===== src/rtl/seq_counter_scheduler_pkg.sv =====
// Shared constants for the sequence-counter scheduler: opcodes, FSM encoding, sequence table.
// Latency: none (declarations only).
// Backpressure: not applicable.
package seq_counter_scheduler_pkg;

  localparam logic [1:0] OP_RUN_N    = 2'b00;
  localparam logic [1:0] OP_RUN_FREE = 2'b01;
  localparam logic [1:0] OP_STOP     = 2'b10;
  localparam logic [1:0] OP_LOAD     = 2'b11;

  localparam int SEQ_LEN = 8;

  // Cyclic sequence; each entry steps to the one after it, the last wraps to the first.
  localparam logic [3:0] SEQ_TABLE [0:SEQ_LEN-1] = '{
    4'd0, 4'd5, 4'd10, 4'd15, 4'd3, 4'd12, 4'd6, 4'd9
  };

  typedef enum logic [1:0] {
    ST_IDLE     = 2'b00,
    ST_RUN_N    = 2'b01,
    ST_RUN_FREE = 2'b10
  } state_t;

endpackage


===== src/rtl/seq_counter_scheduler_seq_next.sv =====
// Sequence step function: maps a 4-bit value to its successor and flags table membership.
// Latency: purely combinational.
// Backpressure: not applicable.
module seq_next
  import seq_counter_scheduler_pkg::*;
(
  input  logic [3:0] i_val,
  output logic [3:0] o_next,
  output logic       o_on_seq
);

  // Table lookup; values outside the sequence fall back to the first entry (0).
  always_comb begin
    o_next   = SEQ_TABLE[0];
    o_on_seq = 1'b0;
    for (int i = 0; i < SEQ_LEN; i++) begin
      if (i_val == SEQ_TABLE[3'(i)]) begin
        o_next   = SEQ_TABLE[3'(i + 1)];
        o_on_seq = 1'b1;
      end
    end
  end

endmodule


===== src/rtl/seq_counter_scheduler.sv =====
// Command-driven sequence counter: bounded/free runs, stop, load, with pause and error reporting.
// Latency: commands take effect on the accepting edge; q/done/err are registered (visible next cycle).
// Backpressure: none; cmd_ready is high whenever clear is low, every valid command is consumed.
module seq_counter_scheduler
  import seq_counter_scheduler_pkg::*;
(
  input  logic       clk,
  input  logic       clear,
  input  logic       cmd_valid,
  output logic       cmd_ready,
  input  logic [1:0] cmd_op,
  input  logic [3:0] cmd_arg,
  input  logic       pause,
  output logic [3:0] q,
  output logic       busy,
  output logic       done,
  output logic       err
);

  state_t     r_state;
  logic [3:0] r_q;
  logic [3:0] r_rem;
  logic       r_done;
  logic       r_err;

  state_t     w_state_nxt;
  logic [3:0] w_q_nxt;
  logic [3:0] w_rem_nxt;
  logic       w_done_nxt;
  logic       w_err_nxt;

  logic       w_acc;
  logic [3:0] w_sn_in;
  logic [3:0] w_sn_next;
  logic       w_sn_on_seq;

  assign cmd_ready = ~clear;
  assign w_acc     = cmd_valid & cmd_ready;

  // One step-function instance: in IDLE it vets a LOAD argument, while running it steps q.
  assign w_sn_in = (r_state == ST_IDLE) ? cmd_arg : r_q;

  seq_next u_seq_next (
    .i_val    (w_sn_in),
    .o_next   (w_sn_next),
    .o_on_seq (w_sn_on_seq)
  );

  // Next-state, next-q, remaining-count and pulse decode.
  always_comb begin
    w_state_nxt = r_state;
    w_q_nxt     = r_q;
    w_rem_nxt   = r_rem;
    w_done_nxt  = 1'b0;
    w_err_nxt   = 1'b0;
    case (r_state)
      ST_IDLE: begin
        if (w_acc) begin
          case (cmd_op)
            OP_RUN_N: begin
              if (cmd_arg != 4'd0) begin
                w_state_nxt = ST_RUN_N;
                w_rem_nxt   = cmd_arg;
              end else begin
                w_done_nxt = 1'b1;
              end
            end
            OP_RUN_FREE: w_state_nxt = ST_RUN_FREE;
            OP_LOAD: begin
              w_q_nxt   = cmd_arg;
              w_err_nxt = ~w_sn_on_seq;
            end
            default: ;
          endcase
        end
      end
      ST_RUN_N, ST_RUN_FREE: begin
        if (w_acc && cmd_op == OP_STOP) begin
          // STOP wins over pause and suppresses this edge's step.
          w_state_nxt = ST_IDLE;
          w_rem_nxt   = 4'd0;
        end else begin
          // Any other command while running is dropped but flagged.
          w_err_nxt = w_acc;
          if (!pause) begin
            w_q_nxt = w_sn_next;
            if (r_state == ST_RUN_N) begin
              w_rem_nxt = r_rem - 4'd1;
              if (r_rem == 4'd1) begin
                w_state_nxt = ST_IDLE;
                w_done_nxt  = 1'b1;
              end
            end
          end
        end
      end
      default: begin
        w_state_nxt = ST_IDLE;
        w_rem_nxt   = 4'd0;
      end
    endcase
  end

  // State and output registers; clear forces the idle/zero state immediately.
  always_ff @(posedge clk or posedge clear) begin
    if (clear) begin
      r_state <= ST_IDLE;
      r_q     <= 4'd0;
      r_rem   <= 4'd0;
      r_done  <= 1'b0;
      r_err   <= 1'b0;
    end else begin
      r_state <= w_state_nxt;
      r_q     <= w_q_nxt;
      r_rem   <= w_rem_nxt;
      r_done  <= w_done_nxt;
      r_err   <= w_err_nxt;
    end
  end

  assign q    = r_q;
  assign busy = (r_state != ST_IDLE);
  assign done = r_done;
  assign err  = r_err;

endmodule


===== config.mk =====
export PLATFORM = sky130hd
export DESIGN_NAME = seq_counter_scheduler
export DESIGN_NICKNAME = d
export VERILOG_FILES = /design/src/rtl/seq_counter_scheduler_pkg.sv /design/src/rtl/seq_counter_scheduler_seq_next.sv /design/src/rtl/seq_counter_scheduler.sv
export SDC_FILE = /design/constraint.sdc
export NUM_CORES = 1
export LEC_CHECK = 0
export CAP_MARGIN = 10
export CORE_ASPECT_RATIO = 1.2
export CORE_MARGIN = 8
export CORE_UTILIZATION = 48
export CTS_CLUSTER_DIAMETER = 150
export CTS_CLUSTER_SIZE = 14
export DETAILED_ROUTE_END_ITERATION = 10
export HOLD_SLACK_MARGIN = 0.15
export PLACE_DENSITY = 0.83
export SLEW_MARGIN = 20
export SYNTH_ARGS = -nofsm -noshare
export SYNTH_HDL_FRONTEND = slang
export SYNTH_SLANG_ARGS = --single-unit
export TNS_END_PERCENT = 1

===== constraint.sdc =====
create_clock -name clk -period 2.1 [get_ports clk]
set_input_delay 0.21 -clock clk [delete_from_list [all_inputs] [get_ports clk]]
set_output_delay 0.21 -clock clk [all_outputs]
set_load 0.02 [all_outputs]

After elaboration in Yosys (flattened, before gate mapping) --
Cells that the tools add are included.
Cells by class: reduce and logical (&&, ||, !) cells 11, add/sub/neg operators 1, bitwise gates (word level) 3, eq/ne operators 21, multiplexer cells 43
Operator list (number):
- $mux W4 | 15
- $pmux W4 S2 | 2
- $mux W1 | 15
- $eq A4 B4 Y1 const B | 3
- $mux W2 | 6
- $ne A3 B3 Y1 const B | 4
- $reduce_and A5 Y1 | 2
- $pmux W2 S2 | 2
- $eq A2 B2 Y1 const B | 3
- $ne A2 B1 Y1 const B | 3
- $ne A2 B2 Y1 const B | 3
- $reduce_and A6 Y1 | 1
- $eq A2 B1 Y1 const B | 2
- $eq A4 B1 Y1 const B | 1
- $eq A4 B3 Y1 const B | 1
- $logic_not A2 Y1 | 2
- $logic_not A4 Y1 | 1
- $pmux W1 S2 | 2
- $reduce_bool A2 Y1 | 2
- $reduce_bool A4 Y1 | 1
- $sub A4 B1 Y4 const B | 1
- $mux W3 | 1
- $ne A3 B1 Y1 const B | 1
- $not A1 Y1 | 2
- 3 further kinds | 3
Storage, ports and cells: bits of input ports 10, bits in registers 12, output and inout bits 8

Depth between registers and ports, before layout --
Gate-level depths: netlist (run 1).
word-level depth 12, mapped depth 7, depth with buffers taken out 6

Hierarchy --
Synthesis (run 1) repeated with hierarchy kept, for this count alone.
Unflattened totals: cells, all modules 108, area, all modules 953.4 sq um
By module, submodules not included:
- seq_counter_scheduler | cells each 101, area an instance 908.4 sq um, sequential area each 300.3 sq um, instances 1
- seq_next | cells each 7, area an instance 45.0 sq um, sequential area each 0.0 sq um, instances 1

Least setup slack after synthesis (run 1) --
No wires, ideal clock.
kind register to register, from register r_state[0], to register r_q[0] (netlist: q[0]), setup slack 398 ps, arrival time 1581 ps, path buffers 1, stages on the path, launching flop included 8, clock period less this slack 1702 ps, cell sequence dfrtp_1 inv_1 ha_1 clkbuf_8 nand4b_1 nor3b_1 nor2_1 a22o_1
On the way: longest elaborated chain between the ends 11, elaborated cells between the ends (all ways) 23
RTL lines:
- start, declared | RTL line seq_counter_scheduler.sv:20 | state_t r_state;
- start signal, assigned | RTL line seq_counter_scheduler.sv:113 | r_state <= w_state_nxt;
- $logic_not A2 Y1 | RTL line seq_counter_scheduler.sv:41, seq_counter_scheduler.sv:56
- $mux W4 | RTL line seq_counter_scheduler.sv:41 | assign w_sn_in = (r_state == ST_IDLE) ? cmd_arg : r_q;
- $logic_not A4 Y1 | RTL line seq_counter_scheduler_seq_next.sv:17 | if (i_val == SEQ_TABLE[3'(i)]) begin
- $mux W3 | RTL line seq_counter_scheduler_seq_next.sv:17
- $mux W4 (4 in a row) | RTL line seq_counter_scheduler_seq_next.sv:17
- $mux W4 | RTL line seq_counter_scheduler.sv:85 | if (!pause) begin
- $mux W4 | RTL line seq_counter_scheduler.sv:78 | if (w_acc && cmd_op == OP_STOP) begin
- $pmux W4 S2 | RTL line seq_counter_scheduler.sv:56 | case (r_state)
- end signal, assigned | RTL line seq_counter_scheduler.sv:114 | r_q <= w_q_nxt;
- end, declared | RTL line seq_counter_scheduler.sv:21 | logic [3:0] r_q;
Several ways; a longest one is shown, not always the timed one. The select of a mux whose other input is x is not followed. A chain may end at the register's enable or synchronous reset.

Final worst setup path (run 1) --
from register r_state[0], to register r_rem[3]
On the way: longest elaborated chain between the ends 4, elaborated cells between the ends (all ways) 11
RTL lines:
- $eq A2 B1 Y1 or $eq A2 B2 Y1 (tied branches) | RTL line seq_counter_scheduler.sv:56, seq_counter_scheduler.sv:87
- $reduce_or A2 Y1 | RTL line seq_counter_scheduler.sv:56
- $ne A3 B3 Y1 (no line)
- $reduce_and A5 Y1 (no line)
- end signal, assigned | RTL line seq_counter_scheduler.sv:115 | r_rem <= w_rem_nxt;
- end, declared | RTL line seq_counter_scheduler.sv:22 | logic [3:0] r_rem;
Several ways; a longest one is shown, not always the timed one.

==> flow_summary.json, run 1 <==
{
  "r2r-end": "r_rem[3]",
  "drt_pass1_iterations": 4,
  "max-slew-margin-rel_pct": 71.37,
  "grt_start_max_net_pins": 11,
  "clk_pin_slew_ns": 0.08,
  "yosys.area_share.xor_xnor_pct": 0,
  "synth_simple_gate_area_share_pct": 22.38,
  "clock_insertion_delay_worst_skew_ns": 0.28,
  "detailed_place_hpwl_um": 1499,
  "slew_at_the_pin_closest_to_its_max_slew_limit_ns": 0.4275,
  "synthDominantAreaCellType": "sky130_fd_sc_hd__dfrtp_1",
  "synth_fa_ha_area_share_pct": 7.937,
  "clock_power_share_pct": 13.2,
  "detail_route.vias_per_cell": 6.148,
  "vdd_ir_drop_max_uv": 928.4,
  "netlist_top_cells_area": "sky130_fd_sc_hd__dfrtp_1 38%, sky130_fd_sc_hd__ha_1 7.9%, sky130_fd_sc_hd__a22o_1 4.4%",
  "cts-root-buf": "sky130_fd_sc_hd__clkbuf_4",
  "antenna-diode-count": 0,
  "ys_types": 34,
  "drc": 0,
  "fmax_ghz": 0.5279,
  "finalNetCount": 120,
  "rr_startpoint": "r_state[0]",
  "post_synth_instance_area_um2": 788.3,
  "detailroute.via_count": 750,
  "syn_area_per_cell_um2": 9.853,
  "fin_total_pwr_uw": 1398,
  "crit_arrival_ns": 2.06,
  "post_synth_edffs": 0,
  "yosysWarningCount": 0,
  "cts_made_buffers": 3,
  "r2r.worst_path.cells": 6,
  "post_route_cells_drive_above_1_share_pct": 13.46,
  "ctsHtreeMaxLevel": 1,
  "routedWlPerCell_um": 15.66,
  "hold_path.class": "input port to async pin",
  "mappedNetlistNets": 95,
  "seq_area_um2": 300.3,
  "max_cap_viol_count": 0,
  "ys_async_sr_fraction_pct": 100.0,
  "design.die.area_um2": 3200,
  "global_route.overflow_total": 0,
  "period_share_pct": 90.21,
  "p_per_area_nw_per_um2": 1350,
  "synthTopCellsByCount": "12 x sky130_fd_sc_hd__dfrtp_1, 9 x sky130_fd_sc_hd__inv_1, 5 x sky130_fd_sc_hd__ha_1, 5 x sky130_fd_sc_hd__nor2_1",
  "critical_path.max_fanout": 6,
  "seq_power_share_pct": 27.5,
  "post_cts.resized_instances": 0,
  "postLayoutSetupSlackWorst_ns": 0.2055,
  "clock-skew-final_ns": 0.006034,
  "leak_pwr_uw": 0.0004525,
  "maximum_number_of_buffers_from_clock_root_to_sink": 2,
  "compound_cell_area_share_of_the_yosys_netlist_pct": 25.56,
  "die_width_um": 53.00,
  "largest_family_of_logic_cells_by_synthesized_area": "compound AO/OA/AOI/OAI gates",
  "area_overhead_of_the_layout_relative_to_synthesis_pct": 31.43,
  "fillers": 132,
  "fp.dieH_um": 60.39,
  "floorplan.core_area_um2": 1582,
  "critical_path.startpoint_type": "flop",
  "synth.yosys.seq_area_share_pct": 38.10,
  "timing.final.max_slew_violations": 0,
  "synthFlopType": "sky130_fd_sc_hd__dfrtp_1",
  "p_int_uw": 776.1,
  "global_route_wire_length_before_repair_um": 3070,
  "ctsHoldBuffers": 0,
  "place.port_buffers": 17,
  "synth-seq-cells": 12,
  "cts_tree": "built",
  "setup_violations": 0,
  "p_sw_share_pct": 44.50,
  "required_time_of_the_critical_path_ns": 2.27,
  "route.antenna.remaining_nets": 0,
  "synthesis.instances": 80,
  "gpl.final_weighted_congestion": 0.9123,
  "grt_pass1_vias": 725,
  "final.min_clock_period_ns": 1.894,
  "pre_cts_ws_ns": 0.09303,
  "totalWireLength_um": 1911,
  "initial_core_util_pct": 49.84,
  "multi_input_logic_area_um2": 440.4,
  "setup.reg_to_reg.worst_slack_ns": 0.21,
  "floorplan.rows": 16,
  "power_switching_uw": 622.3,
  "power.combinational.fraction_pct": 59.3,
  "area_share_of_the_largest_cell_type_after_synthesis_pct": 38.10,
  "i_o_pins": 18,
  "hold_violations": 0,
  "postCtsSetupRepairBufs": 0,
  "setup.worst_path.end_class": "flop",
  "totalNegativeSetupSlack_ns": 0,
  "global_route.usage.total_pct": 12.51,
  "post-synth-top-count-cell": "sky130_fd_sc_hd__dfrtp_1",
  "run_status": "complete, no violations",
  "muxShareOfSynthArea_pct": 0,
  "grt_antenna_before_repair": 0,
  "numClockSinks": 12,
  "drt_iter0_markers": 20,
  "critPathKind": "flop to flop",
  "rsz_0062_raised_after_global_routing": "false"
}
power groups by stage:
stage / clock [µW] / sequential [µW] / combinational [µW]
2_1_floorplan: 0 / 421 / 556
3_3_place_gp: 0 / 382 / 807
3_5_place_dp: 0 / 388 / 822
4_1_cts: 189 / 384 / 828
5_1_grt: 199 / 393 / 911
6_report: 185 / 385 / 829
how the worst max path moves through the flow:
stage,to,from,slack [ns],depth (start not counted)
6_report,r_rem[3],r_state[0],0.21,6
5_1_grt,r_rem[2],r_state[0],0.09,6
4_1_cts,busy,r_state[0],0.05,4
3_5_place_dp,r_rem[3],cmd_valid,0.09,5
3_3_place_gp,r_rem[2],cmd_valid,0.15,5
2_1_floorplan,q[0],r_state[0],0.40,7
worst max-delay path, cell delays in order (launching register included):
cell,delay [ns]
sky130_fd_sc_hd__dfrtp_1,0.41
sky130_fd_sc_hd__inv_1,0.06
sky130_fd_sc_hd__ha_1,0.36
sky130_fd_sc_hd__inv_1,0.16
sky130_fd_sc_hd__o211ai_1,0.22
sky130_fd_sc_hd__and2_1,0.27
sky130_fd_sc_hd__o32ai_1,0.31
state kept, by name, indices dropped and copies added (netlist names):
signal	flops
done	1
err	1
q	4
r_rem	4
r_state	2
logic make-up (layout without fill, tap and decap cells):
family	count (synthesis)	after routing
AND/OR/NAND/NOR	27	27
AO/OA/AOI/OAI	26	26
flip-flops	12	12
buffers and inverters	10	34
adder cells (fa/ha/maj)	5	5
through the flow:
step	hold WS (ns)	utilization, %	instance area (µm²)	instances
4_1_cts	0.4096	65.35	1033	122
3_3_place_gp	0.4874	63.05	997.2	118
5_1_grt	0.4474	65.51	1036	122
2_1_floorplan	0.1593	-	788.3	80
6_report	0.4006	65.51	1036	122
3_5_place_dp	0.4945	63.05	997.2	118
cells in the final DEF, fill, tap and decap left out:
cell	instances
sky130_fd_sc_hd__clkdlybuf4s50_1	16
sky130_fd_sc_hd__dfrtp_1	12
sky130_fd_sc_hd__inv_1	9
sky130_fd_sc_hd__nor2_1	5
sky130_fd_sc_hd__ha_1	5
sky130_fd_sc_hd__a22o_1	4
sky130_fd_sc_hd__nand3_1	4
sky130_fd_sc_hd__buf_4	4
sky130_fd_sc_hd__o21ai_0	3
sky130_fd_sc_hd__nor3_1	3
sky130_fd_sc_hd__a21oi_1	3
sky130_fd_sc_hd__clkbuf_4	3
sky130_fd_sc_hd__nor3b_1	2
sky130_fd_sc_hd__or4_4	2
sky130_fd_sc_hd__a22oi_1	2
sky130_fd_sc_hd__o22ai_1	2
sky130_fd_sc_hd__o31ai_1	2
sky130_fd_sc_hd__a32oi_1	2
sky130_fd_sc_hd__o32ai_1	2
sky130_fd_sc_hd__nand4b_1	1
sky130_fd_sc_hd__nand3b_1	1
sky130_fd_sc_hd__and4bb_4	1
sky130_fd_sc_hd__a2111oi_0	1
sky130_fd_sc_hd__and2b_2	1
sky130_fd_sc_hd__nor2b_1	1
sky130_fd_sc_hd__a211o_1	1
sky130_fd_sc_hd__o31ai_2	1
sky130_fd_sc_hd__nor4b_1	1
sky130_fd_sc_hd__o211ai_1	1
sky130_fd_sc_hd__and2_1	1
sky130_fd_sc_hd__nand2_1	1
sky130_fd_sc_hd__nand2b_1	1
sky130_fd_sc_hd__nand4_1	1
sky130_fd_sc_hd__a211oi_2	1
sky130_fd_sc_hd__a311oi_1	1
sky130_fd_sc_hd__or3_1	1
sky130_fd_sc_hd__clkbuf_8	1
sky130_fd_sc_hd__dlymetal6s2s_1	1
layout make-up:
class / instances / share of cell area, %
Sequential cell: 12 / 28.99
Timing Repair Buffer: 21 / 19.57
Clock buffer: 4 / 3.502
Multi-Input combinational cell: 58 / 42.51
Tap cell: 18 / 2.174
Inverter: 9 / 3.261
layer usage:
metal	global-route usage, %	up-vias	wire [µm]
met4	5.185	0	29
met3	4.412	4	139
met2	19.46	22	885
met5	0	-	0
li1	-	360	-
met1	15.13	364	856
(Power assumes the default switching activity.)
==> run 2, diff against run 1 <==
--- a/config.mk
+++ b/config.mk
@@ -6,14 +6,16 @@
 export NUM_CORES = 1
 export LEC_CHECK = 0
 export CAP_MARGIN = 10
+export CELL_PAD_IN_SITES_DETAIL_PLACEMENT = 1
+export CELL_PAD_IN_SITES_GLOBAL_PLACEMENT = 1
 export CORE_ASPECT_RATIO = 1.2
 export CORE_MARGIN = 8
-export CORE_UTILIZATION = 48
+export CORE_UTILIZATION = 36
 export CTS_CLUSTER_DIAMETER = 150
 export CTS_CLUSTER_SIZE = 14
 export DETAILED_ROUTE_END_ITERATION = 10
 export HOLD_SLACK_MARGIN = 0.15
-export PLACE_DENSITY = 0.83
+export PLACE_DENSITY = 0.82
 export SLEW_MARGIN = 20
 export SYNTH_ARGS = -nofsm -noshare
 export SYNTH_HDL_FRONTEND = slang
==> run 2 against run 1 <==
Compared with the run above: setup slack got worse by 0.068 ns; die area increased by 23%; sequential power increased by 2%; worst hold slack improved by 0.017 ns; register-to-register slack about the same; count of clock-buffer cells in the layout decreased by 1; final cell count increased by 9.8%; combinational power increased by 4.1%; clock skew decreased by 0.0054 ns; non-clock buffer count increased by 1; via count increased by 1.6%; critical path type is now flop to output pin; largest cell class unchanged.
==> flow_summary.json, run 2 (synthesis gave the netlist of run 1 again) <==
{
  "rsz_0062_raised_after_global_routing": "false",
  "post_cts.resized_instances": 0,
  "setup.worst_path.end_class": "output pin",
  "initial_core_util_pct": 38.04,
  "i_o_pins": 18,
  "vdd_ir_drop_max_uv": 708.0,
  "gpl.final_weighted_congestion": 0.8872,
  "clock-skew-final_ns": 0.0006698,
  "design.die.area_um2": 3949,
  "critical_path.max_fanout": 10,
  "maximum_number_of_buffers_from_clock_root_to_sink": 2,
  "die_width_um": 58.72,
  "drt_pass1_iterations": 4,
  "routedWlPerCell_um": 16.94,
  "finalNetCount": 121,
  "fmax_ghz": 0.5095,
  "global_route.overflow_total": 0,
  "ctsHtreeMaxLevel": 1,
  "postCtsSetupRepairBufs": 0,
  "crit_arrival_ns": 1.75,
  "fp.dieH_um": 67.26,
  "ctsHoldBuffers": 0,
  "global_route_wire_length_before_repair_um": 3815,
  "drc": 0,
  "setup_violations": 0,
  "post_route_cells_drive_above_1_share_pct": 14.42,
  "detail_route.vias_per_cell": 5.687,
  "slew_at_the_pin_closest_to_its_max_slew_limit_ns": 0.4006,
  "timing.final.max_slew_violations": 0,
  "pre_cts_ws_ns": 0.1316,
  "final.min_clock_period_ns": 1.963,
  "antenna-diode-count": 0,
  "final_cell_mix": "17 x sky130_fd_sc_hd__clkdlybuf4s50_1, 12 x sky130_fd_sc_hd__dfrtp_1, 9 x sky130_fd_sc_hd__inv_1",
  "grt_start_max_net_pins": 11,
  "floorplan.rows": 18,
  "max_cap_viol_count": 0,
  "required_time_of_the_critical_path_ns": 1.89,
  "postLayoutSetupSlackWorst_ns": 0.1373,
  "detailed_place_hpwl_um": 1857,
  "drt_iter0_markers": 11,
  "totalWireLength_um": 2270,
  "max-slew-margin-rel_pct": 72.60,
  "setup.reg_to_reg.worst_slack_ns": 0.22,
  "detailroute.via_count": 762,
  "run_status": "complete, no violations",
  "route.antenna.remaining_nets": 0,
  "grt_pass1_vias": 842,
  "clk_pin_slew_ns": 0.07,
  "period_share_pct": 93.46,
  "numClockSinks": 12,
  "place.port_buffers": 17,
  "global_route.usage.total_pct": 12.57,
  "hold_violations": 0,
  "critical_path.startpoint_type": "flop",
  "layout_commonest_cell": "sky130_fd_sc_hd__clkdlybuf4s50_1",
  "fillers": 238,
  "cts_tree": "built",
  "final_design_utilization_pct": 50.42,
  "critPathKind": "flop to output pin",
  "cts_made_buffers": 3,
  "cts-root-buf": "sky130_fd_sc_hd__clkbuf_4",
  "leak_pwr_uw": 0.0004342,
  "clock_insertion_delay_worst_skew_ns": 0.27,
  "totalNegativeSetupSlack_ns": 0,
  "hold_path.class": "input port to async pin",
  "area_overhead_of_the_layout_relative_to_synthesis_pct": 32.54,
  "p_per_area_nw_per_um2": 1336,
  "grt_antenna_before_repair": 0,
  "floorplan.core_area_um2": 2072
}
==> run 2: cell types whose count changed in the layout (fill, tap and decap cells not counted) <==
| cell | change |
|---|---|
| sky130_fd_sc_hd__ha_2 | +1 |
| sky130_fd_sc_hd__dlymetal6s2s_1 | -1 |
| sky130_fd_sc_hd__buf_4 | +1 |
| sky130_fd_sc_hd__clkbuf_8 | -1 |
| sky130_fd_sc_hd__clkdlybuf4s50_1 | +1 |
| sky130_fd_sc_hd__ha_1 | -1 |
==> run 2: per-stage QoR <==
step | cell area [µm²] | std cells | total power, µW | hold WS, ns
after floorplan | 788.3 | 80 | 976.8 | 0.1593
final | 1045 | 134 | 1396 | 0.4174
after CTS | 1042 | 134 | 1398 | 0.4133
after global routing | 1045 | 134 | 1523 | 0.4687
after global placement | 1020 | 131 | 1213 | 0.4918
after detailed placement | 1020 | 131 | 1249 | 0.4868
==> run 2: final cells by class <==
cell class                      count  area, µm²  area share, %
Clock buffer                        3      22.52          2.156
Inverter                            9      33.78          3.234
Multi-Input combinational cell     58      442.9          42.40
Sequential cell                    12      300.3          28.74
Tap cell                           30      37.54          3.593
Timing Repair Buffer               22      207.7          19.88
==> run 2: where the power goes <==
part           switching (µW)  internal, µW  leakage, µW
clock network            73.1          66.6    0.0000138
logic                     501           362     0.000264
registers                68.0           326     0.000157
==> run 2: worst paths after layout <==
check / start / end / cells after the start
worst max-delay path: r_state[0] / busy / 4
worst min-delay path: clear / done / 3
worst max register to register: r_state[0] / r_rem[3] / 6
worst min register to register: q[2] / q[2] / 1
max in group asynchronous: clear / q[0] / 3
min in group clk: q[2] / q[2] / 1
==> run 2: worst max-delay path, cell delays in order, from the launching register on <==
cell                              delay [ns]
sky130_fd_sc_hd__dfrtp_1                0.40
sky130_fd_sc_hd__inv_1                  0.06
sky130_fd_sc_hd__ha_2                   0.25
sky130_fd_sc_hd__inv_1                  0.14
sky130_fd_sc_hd__clkdlybuf4s50_1        0.63
==> run 2: per-layer routing <==
layer / track usage [%] / vias up / wire length [µm] / part of all wire (%)
met5: 0 / - / 0 / 0
met4: 6.587 / 0 / 59 / 2.6
met3: 4.563 / 7 / 164 / 7.2
met2: 22.51 / 29 / 1138 / 50
met1: 12.56 / 368 / 907 / 40
li1: - / 358 / - / -
==> run 3, diff against run 2 <==
--- a/config.mk
+++ b/config.mk
@@ -16,6 +16,7 @@
 export DETAILED_ROUTE_END_ITERATION = 10
 export HOLD_SLACK_MARGIN = 0.15
 export PLACE_DENSITY = 0.82
+export SKIP_LAST_GASP = 1
 export SLEW_MARGIN = 20
 export SYNTH_ARGS = -nofsm -noshare
 export SYNTH_HDL_FRONTEND = slang
==> results of run 3 <==
Same layout as run 2: the final DEF is identical, and so are final timing and power.
